--- src/rtl/pipe_hazard_ctrl.sv ---
// Hazard controller for a 5-stage pipe: load-use stall, branch flush, data-memory freeze.
// Optional saturating perf counters are built when HAZ_PERF_CNT_EN is defined.
module pipe_hazard_ctrl #(
  parameter int REG_AW       = 5,
  parameter int FLUSH_CYCLES = 1,
  parameter int MEM_TIMEOUT  = 16,
  parameter int CNT_W        = 32
) (
  input  logic              clk,
  input  logic              reset,
  input  logic [REG_AW-1:0] IF_ID_rs1,
  input  logic [REG_AW-1:0] IF_ID_rs2,
  input  logic [REG_AW-1:0] ID_EX_rd,
  input  logic              ID_EX_MemRead,
  input  logic              EX_MEM_Branch,
  input  logic              EX_MEM_Zero,
  input  logic              dmem_req,
  input  logic              dmem_ready,
  output logic              PC_Write,
  output logic              IF_ID_Write,
  output logic              ID_EX_Bubble,
  output logic              Flush,
  output logic              PC_Sel_Branch,
  output logic              Pipe_Hold,
  output logic              mem_err,
  output logic [CNT_W-1:0]  stall_cnt,
  output logic [CNT_W-1:0]  flush_cnt
);

  typedef enum logic [1:0] {ST_RUN, ST_MEM_WAIT, ST_FLUSH} state_t;

  localparam logic [7:0] TIMEOUT   = 8'(MEM_TIMEOUT);
  localparam logic [2:0] FLUSH_LEN = 3'(FLUSH_CYCLES);

  state_t     state, state_nxt;
  logic [7:0] wcnt, wcnt_nxt;
  logic [2:0] fcnt, fcnt_nxt;
  logic       err_set;
  logic       mem_stall;
  logic       load_use;
  logic       branch_taken;

  // x0 is hard-wired zero, so a load targeting it never creates a dependency.
  assign load_use = ID_EX_MemRead && (ID_EX_rd != '0) &&
                    ((ID_EX_rd == IF_ID_rs1) || (ID_EX_rd == IF_ID_rs2));
  assign branch_taken = EX_MEM_Branch && EX_MEM_Zero;

  always_comb begin
    // NOTE: every output and next-state term gets a default first so no path leaves one unassigned (no latches).
    PC_Write      = 1'b1;
    IF_ID_Write   = 1'b1;
    ID_EX_Bubble  = 1'b0;
    Flush         = 1'b0;
    PC_Sel_Branch = 1'b0;
    Pipe_Hold     = 1'b0;
    state_nxt     = state;
    wcnt_nxt      = wcnt;
    fcnt_nxt      = fcnt;
    err_set       = 1'b0;
    mem_stall     = 1'b0;
    // Outputs are forced to their idle values for as long as reset is held.
    if (reset) begin
      case (state)
        ST_RUN, ST_MEM_WAIT: begin
          mem_stall = (state == ST_MEM_WAIT) ? !dmem_ready : (dmem_req && !dmem_ready);
          if (mem_stall) begin
            PC_Write    = 1'b0;
            IF_ID_Write = 1'b0;
            Pipe_Hold   = 1'b1;
            if (state == ST_RUN) begin
              state_nxt = ST_MEM_WAIT;
              wcnt_nxt  = 8'd1;
            end else begin
              wcnt_nxt = wcnt + 8'd1;
              if (wcnt_nxt == TIMEOUT) begin
                err_set   = 1'b1;
                state_nxt = ST_RUN;
              end
            end
          end else begin
            state_nxt = ST_RUN;
            if (branch_taken) begin
              PC_Sel_Branch = 1'b1;
              Flush         = 1'b1;
              if (FLUSH_CYCLES > 1) begin
                state_nxt = ST_FLUSH;
                fcnt_nxt  = 3'd1;
              end
            end else if (load_use) begin
              PC_Write     = 1'b0;
              IF_ID_Write  = 1'b0;
              ID_EX_Bubble = 1'b1;
            end
          end
        end
        ST_FLUSH: begin
          // Memory requests and hazards seen here belong to squashed instructions.
          Flush    = 1'b1;
          fcnt_nxt = fcnt + 3'd1;
          if (fcnt_nxt == FLUSH_LEN) state_nxt = ST_RUN;
        end
        default: state_nxt = ST_RUN;
      endcase
    end
  end

  always_ff @(posedge clk or negedge reset) begin
    // NOTE: sequential state uses non-blocking assignments so every flop samples pre-edge values.
    if (!reset) begin
      state   <= ST_RUN;
      wcnt    <= '0;
      fcnt    <= '0;
      mem_err <= 1'b0;
    end else begin
      state <= state_nxt;
      wcnt  <= wcnt_nxt;
      fcnt  <= fcnt_nxt;
      if (err_set) mem_err <= 1'b1;
    end
  end

`ifdef HAZ_PERF_CNT_EN
  // PC_Sel_Branch is high exactly once per taken branch, so it doubles as the flush event.
  always_ff @(posedge clk or negedge reset) begin
    if (!reset) begin
      stall_cnt <= '0;
      flush_cnt <= '0;
    end else begin
      if (!PC_Write && (stall_cnt != '1)) stall_cnt <= stall_cnt + CNT_W'(1);
      if (PC_Sel_Branch && (flush_cnt != '1)) flush_cnt <= flush_cnt + CNT_W'(1);
    end
  end
`else
  assign stall_cnt = '0;
  assign flush_cnt = '0;
`endif

endmodule
--- config.mk ---
export PLATFORM = sky130hd
export DESIGN_NAME = pipe_hazard_ctrl
export DESIGN_NICKNAME = d
export VERILOG_FILES = /design/src/rtl/pipe_hazard_ctrl.sv
export SDC_FILE = /design/constraint.sdc
export NUM_CORES = 1
export LEC_CHECK = 0
export BUFFER_PORTS_ARGS = -buffer_cell sky130_fd_sc_hd__buf_2
export CAP_MARGIN = 20
export CORE_UTILIZATION = 44
export DETAILED_ROUTE_END_ITERATION = 8
export HOLD_SLACK_MARGIN = 0.1
export PLACE_DENSITY = 0.85
export SYNTH_ARGS = -nofsm -noshare
export SYNTH_HDL_FRONTEND = slang
export SYNTH_SLANG_ARGS = --single-unit
--- constraint.sdc ---
create_clock -name clk -period 4.55 [get_ports clk]
set_input_delay 0 -clock clk [delete_from_list [all_inputs] [get_ports clk]]
set_output_delay 0 -clock clk [all_outputs]
set_load 0.02 [all_outputs]
After elaboration in Yosys (flattened, before gate mapping) --
Cells that the tools add are included.
Word-level totals: output and inout port bits 71, register bits after elaboration 14, input bits 22, logic and storage cells 57
Operators by class: add/subtract/negate cells 2, equal/unequal tests 8, reduce and logical (&&, ||, !) cells 12, mux-type cells 31
Operators with widths (number):
- 1-bit 2-to-1 mux | 24
- 5-bit equality test | 2
- 8-bit by 1-bit adder with 8-bit output (second input constant) | 1
- 8-bit by 5-bit equality test with 1-bit output (second input constant) | 1
- 2-bit 2-to-1 mux | 4
- 8-bit 2-to-1 mux | 1
- 3-bit AND reduction | 2
- 5-bit nonzero test | 1
- 1-bit logical AND | 4
- 4-bit inequality test (second input constant) | 1
- 2-bit case mux with 2 select lines | 1
- 3-bit by 1-bit adder with 3-bit output (second input constant) | 1
- 3-bit by 1-bit equality test with 1-bit output (second input constant) | 1
- 2-bit by 1-bit equality test with 1-bit output (second input constant) | 1
- 2-bit equality test (second input constant) | 1
- 2-bit logical NOT | 1
- 2-bit inequality test (second input constant) | 1
- 1-bit case mux with 2 select lines | 1
- 2-bit AND reduction | 1
- 2-bit OR reduction | 1
- 1-bit logical NOT | 1
- 1-bit logical OR | 1

Logic depth before layout (Yosys ltp) --
Gate-level depths: netlist of run 1.
word-level depth 8, gate-level depth with buffers 6

Least setup slack after synthesis of run 1 --
OpenSTA, ideal clock, no wires.
kind register to register, start point register wcnt[4], end point register state[0], path buffers 1, clock period less this slack 1681 ps, stages on the path, launching flop included 7, arrival 1562 ps, path slack 2869 ps, cells stage by stage dfrtp_1 buf_6 and4_4 nand4_4 xnor2_1 or4_1 a21bo_1
Between the ends: cells in the longest elaborated chain, start to end 4
RTL lines:
- from (decl) | line 36 | logic [7:0] wcnt, wcnt_nxt;
- from (signal assigned) | line 116 | wcnt <= wcnt_nxt;
- 8-bit by 1-bit adder with 8-bit output | line 74 | wcnt_nxt = wcnt + 8'd1;
- 8-bit by 5-bit equality test with 1-bit output | line 75 | if (wcnt_nxt == TIMEOUT) begin
- 4-bit inequality test (no line)
- 3-bit AND reduction (no line)
- to (signal assigned) | line 115 | state <= state_nxt;
- to (decl) | line 35 | state_t state, state_nxt;
No other way between the ends. A chain may end at the register's enable or synchronous reset.

Final worst setup path of run 1 --
Ends and elaborated chain as after synthesis.

==> results of run 1 <==
-- worst paths after layout --
kind                            startpoint  slack (ns)        to
worst min-delay path                 reset        0.13   wcnt[2]
max in group asynchronous            reset        4.19   wcnt[0]
worst max register to register     wcnt[4]        2.21  state[0]
min in group clk                  dmem_req        0.28   wcnt[4]
worst max-delay path               wcnt[4]        2.21  state[0]
worst min register to register     mem_err        0.48   mem_err
-- critical path, delay by kind of cell (launching register included) --
| family | cells | cell delay [ns] |
|---|---|---|
| AO/OA/AOI/OAI | 1 | 0.18 |
| XOR/XNOR | 1 | 0.14 |
| buffers and inverters | 1 | 0.55 |
| flip-flops | 1 | 0.48 |
| AND/OR/NAND/NOR | 3 | 0.89 |
-- timing repair --
item                      CTS  global route
hold buffers                3             0
buffers inserted            0             0
hold endpoints to repair   11             0
-- flip-flops by register name (all words and copies together) (netlist names) --
signal,flops
mem_err,1
state,1
wcnt,8
-- cell usage after synthesis, drive strengths merged, types with 3 or more instances --
cell	number	share of area, %
nor3b	3	1.8
a31oi	3	1.5
nor2b	3	1.5
nor3	3	1.2
buf	67	40
dfrtp	10	20
o31ai	3	1.8
nand3	3	1.2
nor2	6	1.8
o21ai	9	3.6
nand2	7	2.1
xnor2	7	4.9
xor2	7	4.9
-- metal layers --
metal / global-route usage (%) / vias to the layer above / routed length, µm
met2: 21.0 / 46 / 976
met4: 4.29 / 0 / 30
li1: - / 439 / -
met3: 3.75 / 6 / 126
met5: 0 / - / 0
met1: 15.0 / 420 / 794
-- power groups by stage --
stage                     Combinational [mW]  Clock [mW]  Sequential (mW)
after floorplan                        0.140           0            0.123
after global placement                 0.114           0            0.131
after detailed placement               0.116           0            0.133
after CTS                              0.121      0.0838            0.131
after global routing                   0.134      0.0904            0.134
final                                  0.122      0.0821            0.131
-- cells by family (layout without fill, tap and decap cells) --
| group | after synthesis | in the layout | synth area share [%] |
|---|---|---|---|
| buf+inv | 71 | 37 | 41.4 |
| simple gates | 33 | 33 | 15.3 |
| compound gates | 22 | 22 | 11.4 |
| xor+xnor | 14 | 14 | 9.73 |
| flops | 10 | 10 | 19.9 |
| fa+ha+maj | 2 | 2 | 1.99 |
| other cells | 1 | 64 | 0.298 |
-- cell type report --
class	instances	area (µm²)	area share [%]
clock buffers	4	36.3	2.96
inverters	2	7.51	0.612
multi-input cells	135	724	59.0
flip-flops and latches	10	250	20.4
well taps	31	38.8	3.16
repair buffers	31	170	13.9
-- stage by stage --
step                hold slack, ns  utilization, %  area (µm²)  std cells
floorplan                   -0.296               -        1500        216
global placement            -0.104            42.5        1160        206
detailed placement          -0.104            42.5        1160        206
CTS                          0.148            44.9        1230        213
global route                 0.166            44.9        1230        213
finish                       0.133            44.9        1230        213
==> out/results.tsv, run 1 <==
metric	value	unit
outcome	completed	
Area Growth Syn to Fin	-2.58	%
clk slew on worst S/H paths	0.07	ns
vias in the first global route	719	
maximum clock rate	0.427	GHz
Synth Cell Area	0.00126	mm²
routed wire length	1930	µm
final setup fails	0	
first-pass GRT wire length	3060	µm
Pint	0.187	mW
Synth Warn #	0	
Final ANT Viol Nets	0	
worst clock skew	0.00657	ns
die area	0.00308	mm²
I/O Pins	93	
Final period util	51.5	%
root buf cell	clkbuf_4	
clock power share	24.5	%
Crit path arrival time	2.51	ns
headroom to the max-slew limit	54.0	%
Final Hold Fails	0	
PD cells	273	mW/mm²
Setup WS post-layout	2.21	ns
Die W	55.5	µm
Post-synth EDFFs	0	
crit end category	flop	
Peak supply drop	216	µV
Sw Share	44.2	%
Top FF cell, synth	dfrtp_1	
DRC	0	
drt pass-1 iters	6	
total CTS buffers	3	
CP Cell Sequence	and4_4, nand4_4, xnor2_1, or4_1, a21bo_1, dlygate4sd3_1	
switching power total	0.148	mW
CTS max path bufs	2	
post-CTS sizing	0	
starting density of the core	46.1	%
commonest non-fill, non-tap cell in the layout	conb_1	
setup TNS	0	ns
Combinational Power Share	36.3	%
sequential element share of the synthesized area	19.9	%
sequential share of power	39.1	%
core area	0.00273	mm²
Worst setup SP type	flop	
pre-CTS WS	2.76	ns
Worst Path Max Fanout	7	
FFs w/ async S/R, synth	100	%
largest net degree at the start of global routing	15	
initial antenna violation count	0	
H-tree depth	1	
DR iter-0 viols	28	
Vias	911	
max-cap violation count	0	
Hold Path Class	in2async	
Port Buf Inserts	28	
GRT Overall Usage	12.5	%
slowest stage delay, CP	0.55	ns
via/cell ratio	4.28	
synth unique cells	33	
Synth Register Bits	10	
Worst-Skew Late Latency	0.28	ns
Leak	0.674	nW
Final HPWL DP	1520	µm
commonest cells after routing, fill and taps aside	conb_1, buf_2, dfrtp_1	
# diodes	0	
cells after synthesis	153	
die height	55.5	µm
slowest library cell on the worst path	dlygate4sd3_1	
Max Slew Vio Count	0	
CTS tree	done	
Nets	207	
drt wl/cell	9.05	µm
Avg Synthesized Cell Area	8.24	µm²
share of cells above drive strength 1	18.7	%
gr ovfl total	0	
Clock Sinks	10	
unrepaired setup endpoints after global routing	no	
post-route minimum period	2.34	ns
gpl congestion	0.808	
actual slew at the worst max-slew pin	0.686	ns
Worst Path Required	4.71	ns
filler cell count	279	
R2R cell count	6	
Cell Rows	19	
Final Power	0.335	mW
Setup CP Type	reg2reg	
No activity file was read; power rests on OpenSTA's default activity.
==> inputs of run 2 (changes only) <==
--- a/config.mk
+++ b/config.mk
@@ -7,10 +7,10 @@
 export LEC_CHECK = 0
 export BUFFER_PORTS_ARGS = -buffer_cell sky130_fd_sc_hd__buf_2
 export CAP_MARGIN = 20
-export CORE_UTILIZATION = 44
+export CORE_UTILIZATION = 41
 export DETAILED_ROUTE_END_ITERATION = 8
 export HOLD_SLACK_MARGIN = 0.1
-export PLACE_DENSITY = 0.85
+export PLACE_DENSITY = 0.8
 export SYNTH_ARGS = -nofsm -noshare
 export SYNTH_HDL_FRONTEND = slang
 export SYNTH_SLANG_ARGS = --single-unit
==> constraint.sdc (replaced) <==
create_clock -name clk -period 2.4 [get_ports clk]
set_input_delay 0 -clock clk [delete_from_list [all_inputs] [get_ports clk]]
set_output_delay 0 -clock clk [all_outputs]
set_load 0.02 [all_outputs]
==> out/results.tsv, run 2 (synthesis results as in run 1) <==
metric	value	unit
post-route minimum period	2.30	ns
PD cells	490	mW/mm²
commonest non-fill, non-tap cell in the layout	conb_1	
headroom to the max-slew limit	52.8	%
Post-CTS Setup Inserts	0	
H-tree depth	1	
largest register by flop count	wcnt	
die area	0.00330	mm²
first-pass GRT wire length	3080	µm
total CTS buffers	3	
r2r setup slk	0.1	ns
Max Slew Vio Count	0	
share of cells above drive strength 1	19.9	%
Worst-Skew Late Latency	0.26	ns
# diodes	0	
Vias	906	
crit end category	flop	
Final period util	96.0	%
Area Growth Syn to Fin	-3.38	%
drt wl/cell	9.69	µm
actual slew at the worst max-slew pin	0.704	ns
vias in the first global route	695	
final setup fails	0	
core area	0.00283	mm²
slowest stage delay, CP	0.54	ns
Port Buf Inserts	28	
CTS tree	done	
gpl congestion	0.785	
drt pass-1 iters	6	
root buf cell	clkbuf_4	
Hold Path Class	in2async	
Nets	207	
commonest cells after routing, fill and taps aside	conb_1, buf_2	
via/cell ratio	4.27	
gr ovfl total	0	
clk slew on worst S/H paths	0.06	ns
slowest library cell on the worst path	dlygate4sd3_1	
CP Cell Sequence	and4_4, nand4_4, xnor2_1, or4_1, a21bo_1, dlygate4sd3_1	
worst clock skew	0.00499	ns
Cell Rows	19	
starting density of the core	44.5	%
failing checks	DRC	
outcome	finished, violations left	
biggest regs	wcnt x8, mem_err x1, state x1	
Leak	0.662	nW
unrepaired setup endpoints after global routing	no	
Final ANT Viol Nets	0	
final cell count without fillers	212	
Worst Path Max Fanout	6	
Setup CP Type	reg2reg	
Setup WS post-layout	0.0954	ns
largest net degree at the start of global routing	15	
number of flip-flops under the largest register name	8	
max-cap violation count	0	
setup TNS	0	ns
DR iter-0 viols	22	
final core utilization	43.0	%
CTS max path bufs	2	
die height	57.4	µm
Worst setup SP type	flop	
Final Hold Fails	0	
Worst Path Required	2.55	ns
Final Power	0.596	mW
Clock Sinks	10	
GRT Overall Usage	12.0	%
maximum clock rate	0.434	GHz
DP Cell Count	206	
Die W	57.4	µm
initial antenna violation count	0	
routed wire length	2060	µm
Peak supply drop	346	µV
Final HPWL DP	1610	µm
I/O Pins	93	
DRC	2	
Crit path arrival time	2.45	ns
pre-CTS WS	0.595	ns
==> run 2: metrics by stage <==
stage	area [µm²]	hold slack, ns
after floorplan	1500	-0.296
after global placement	1160	-0.101
after detailed placement	1160	-0.100
after CTS	1210	0.166
after global routing	1220	0.184
final	1220	0.152
==> run 2: cell type report <==
type | instances | area (µm²)
inverters | 2 | 7.51
fillers | 297 | 1610
flip-flops and latches | 10 | 254
repair buffers | 31 | 170
well taps | 31 | 38.8
multi-input cells | 135 | 724
clock buffers | 3 | 22.5
==> run 2: worst max-delay path, delay by kind of cell, from the launching register on <==
family,cells,cell delay (ns)
simple gates,3,0.88
buf+inv,1,0.54
flops,1,0.45
compound gates,1,0.18
xor+xnor,1,0.14
==> run 2: worst paths after layout <==
check | startpoint | to | depth (start not counted)
min | reset | wcnt[6] | 2
max | wcnt[3] | state[0] | 6
max in group asynchronous | reset | wcnt[0] | 2
max reg2reg | wcnt[3] | state[0] | 6
min in group clk | dmem_req | wcnt[4] | 4
min reg2reg | mem_err | mem_err | 1
==> run 2: per-layer routing <==
layer	share of wire, %	vias to the layer above	track usage (%)
met5	0	-	0
met4	1.2	0	4.18
met3	7.3	2	2.04
met2	50	47	20.4
met1	42	419	15.1
li1	-	438	-
==> run 2: power by group <==
part           switching, mW  internal, mW  leakage [nW]  total [mW]
combinational          0.163        0.0691         0.518       0.232
clock                 0.0521        0.0577        0.0138       0.110
sequential            0.0583         0.196         0.130       0.254
total                  0.273         0.323         0.662       0.596
==> run 2: repair_timing <==
item	in CTS	in global routing
setup endpoints to repair	0	1
endpoints found under the hold margin	11	0
hold buffers	3	0
gates resized for setup	0	3
==> inputs of run 3 (changes only) <==
==> constraint.sdc (replaced) <==
create_clock -name clk -period 2.2 [get_ports clk]
set_input_delay 0 -clock clk [delete_from_list [all_inputs] [get_ports clk]]
set_output_delay 0 -clock clk [all_outputs]
set_load 0.05 [all_outputs]
==> out/results.tsv, run 3 (synthesis results as in run 1) <==
metric	value	unit
setup TNS	0	ns
Die W	57.4	µm
first-pass GRT wire length	3250	µm
gpl congestion	0.789	
vias in the first global route	724	
Final Power	0.804	mW
Final period util	83.2	%
post-route minimum period	1.83	ns
Leak	0.668	nW
Area Growth Syn to Fin	-3.48	%
Worst setup SP type	flop	
root buf cell	clkbuf_4	
Final ANT Viol Nets	0	
multi-input combinational cell area	729	µm²
outcome	completed	
drt pass-1 iters	4	
number of flip-flops under the largest register name	8	
drt wl/cell	10.1	µm
FF/Latch Area	250	µm²
Worst Path Max Fanout	7	
gr ovfl total	0	
Max Slew Vio Count	0	
H-tree depth	1	
post-CTS sizing	0	
Peak supply drop	325	µV
max-cap violation count	0	
starting density of the core	44.5	%
CTS max path bufs	2	
Port Buf Inserts	28	
Final HPWL DP	1770	µm
crit end category	flop	
Clock Sinks	10	
PD cells	661	mW/mm²
headroom to the max-slew limit	52.5	%
Final Hold Fails	0	
Post-CTS Setup Inserts	0	
via/cell ratio	4.25	
die height	57.4	µm
Worst Path Required	2.36	ns
Worst-Skew Late Latency	0.27	ns
final setup fails	0	
core area	0.00283	mm²
worst clock skew	0.00748	ns
Crit path arrival time	1.99	ns
total CTS buffers	3	
DP Cell Count	207	
maximum clock rate	0.546	GHz
Setup CP Type	reg2reg	
Cell Rows	19	
pre-CTS WS	0.383	ns
R2R cell count	5	
unrepaired setup endpoints after global routing	no	
commonest non-fill, non-tap cell in the layout	conb_1	
WHS Path Cells	3	
share of cells above drive strength 1	19.3	%
Hold Path Class	in2reg	
largest net degree at the start of global routing	14	
commonest cells after routing, fill and taps aside	conb_1, buf_2, dfrtp_1	
routed wire length	2150	µm
I/O Pins	93	
GRT Overall Usage	13.0	%
biggest regs	wcnt x8, mem_err x1, state x1	
filler cell count	291	
initial antenna violation count	0	
Nets	207	
Vias	902	
DR iter-0 viols	20	
final cell count without fillers	212	
largest register by flop count	wcnt	
CTS tree	done	
die area	0.00330	mm²
Setup WS post-layout	0.369	ns
clk slew on worst S/H paths	0.06	ns
actual slew at the worst max-slew pin	0.708	ns
DRC	0	
# diodes	0	
==> run 3: path summary, 6_finish.rpt <==
path / startpoint / end / slack, ns
setup / recovery: wcnt[4] / state[0] / 0.37
hold / removal: dmem_req / state[0] / 0.11
setup reg to reg: wcnt[4] / state[0] / 0.37
hold reg to reg: mem_err / mem_err / 0.48
max in group asynchronous: reset / wcnt[3] / 1.83
min in group asynchronous: reset / wcnt[6] / 0.21
==> run 3: repair_timing <==
item	in CTS	in global routing
hold buffers	2	0
endpoints found under the setup margin	0	0
hold endpoints to repair	11	0
==> run 3: routing by layer <==
| metal | track usage [%] | part of all wire (%) | vias to the layer above | wire [µm] |
|---|---|---|---|---|
| met5 | 0 | 0 | - | 0 |
| met4 | 4.88 | 1.5 | 0 | 32 |
| met3 | 4.54 | 8.6 | 6 | 185 |
| met2 | 20.9 | 50 | 54 | 1080 |
| met1 | 15.8 | 40 | 401 | 855 |
| li1 | - | - | 441 | - |
==> run 3: report_power, final <==
| part | total [mW] | leakage [nW] | internal (mW) | switching (mW) |
|---|---|---|---|---|
| Sequential | 0.271 | 0.134 | 0.210 | 0.0607 |
| Clock | 0.124 | 0.0138 | 0.0631 | 0.0606 |
| Combinational | 0.410 | 0.520 | 0.0730 | 0.337 |
==> run 3: final cells by class <==
type                            instances  area share, %
Clock buffer                            3           1.85
Timing Repair Buffer                   31           13.8
Inverter                                2          0.617
Tap cell                               31           3.19
Multi-Input combinational cell        135           60.0
Sequential cell                        10           20.6
==> run 3: through the flow <==
stage	utilization [%]	hold slack (ns)	instance area (µm²)
3_5_place_dp	41.5	-0.0382	1170
2_1_floorplan	-	-0.296	1500
5_1_grt	43.0	0.120	1220
6_report	43.0	0.114	1220
4_1_cts	43.0	0.118	1220
3_3_place_gp	41.5	-0.0423	1170
==> run 3: worst max-delay path: stages (launching register included) <==
cell,delay (ns)
dfrtp_1,0.48
and4_4,0.29
nand4_4,0.12
xnor2_1,0.14
or4_1,0.50
a21bo_1,0.19
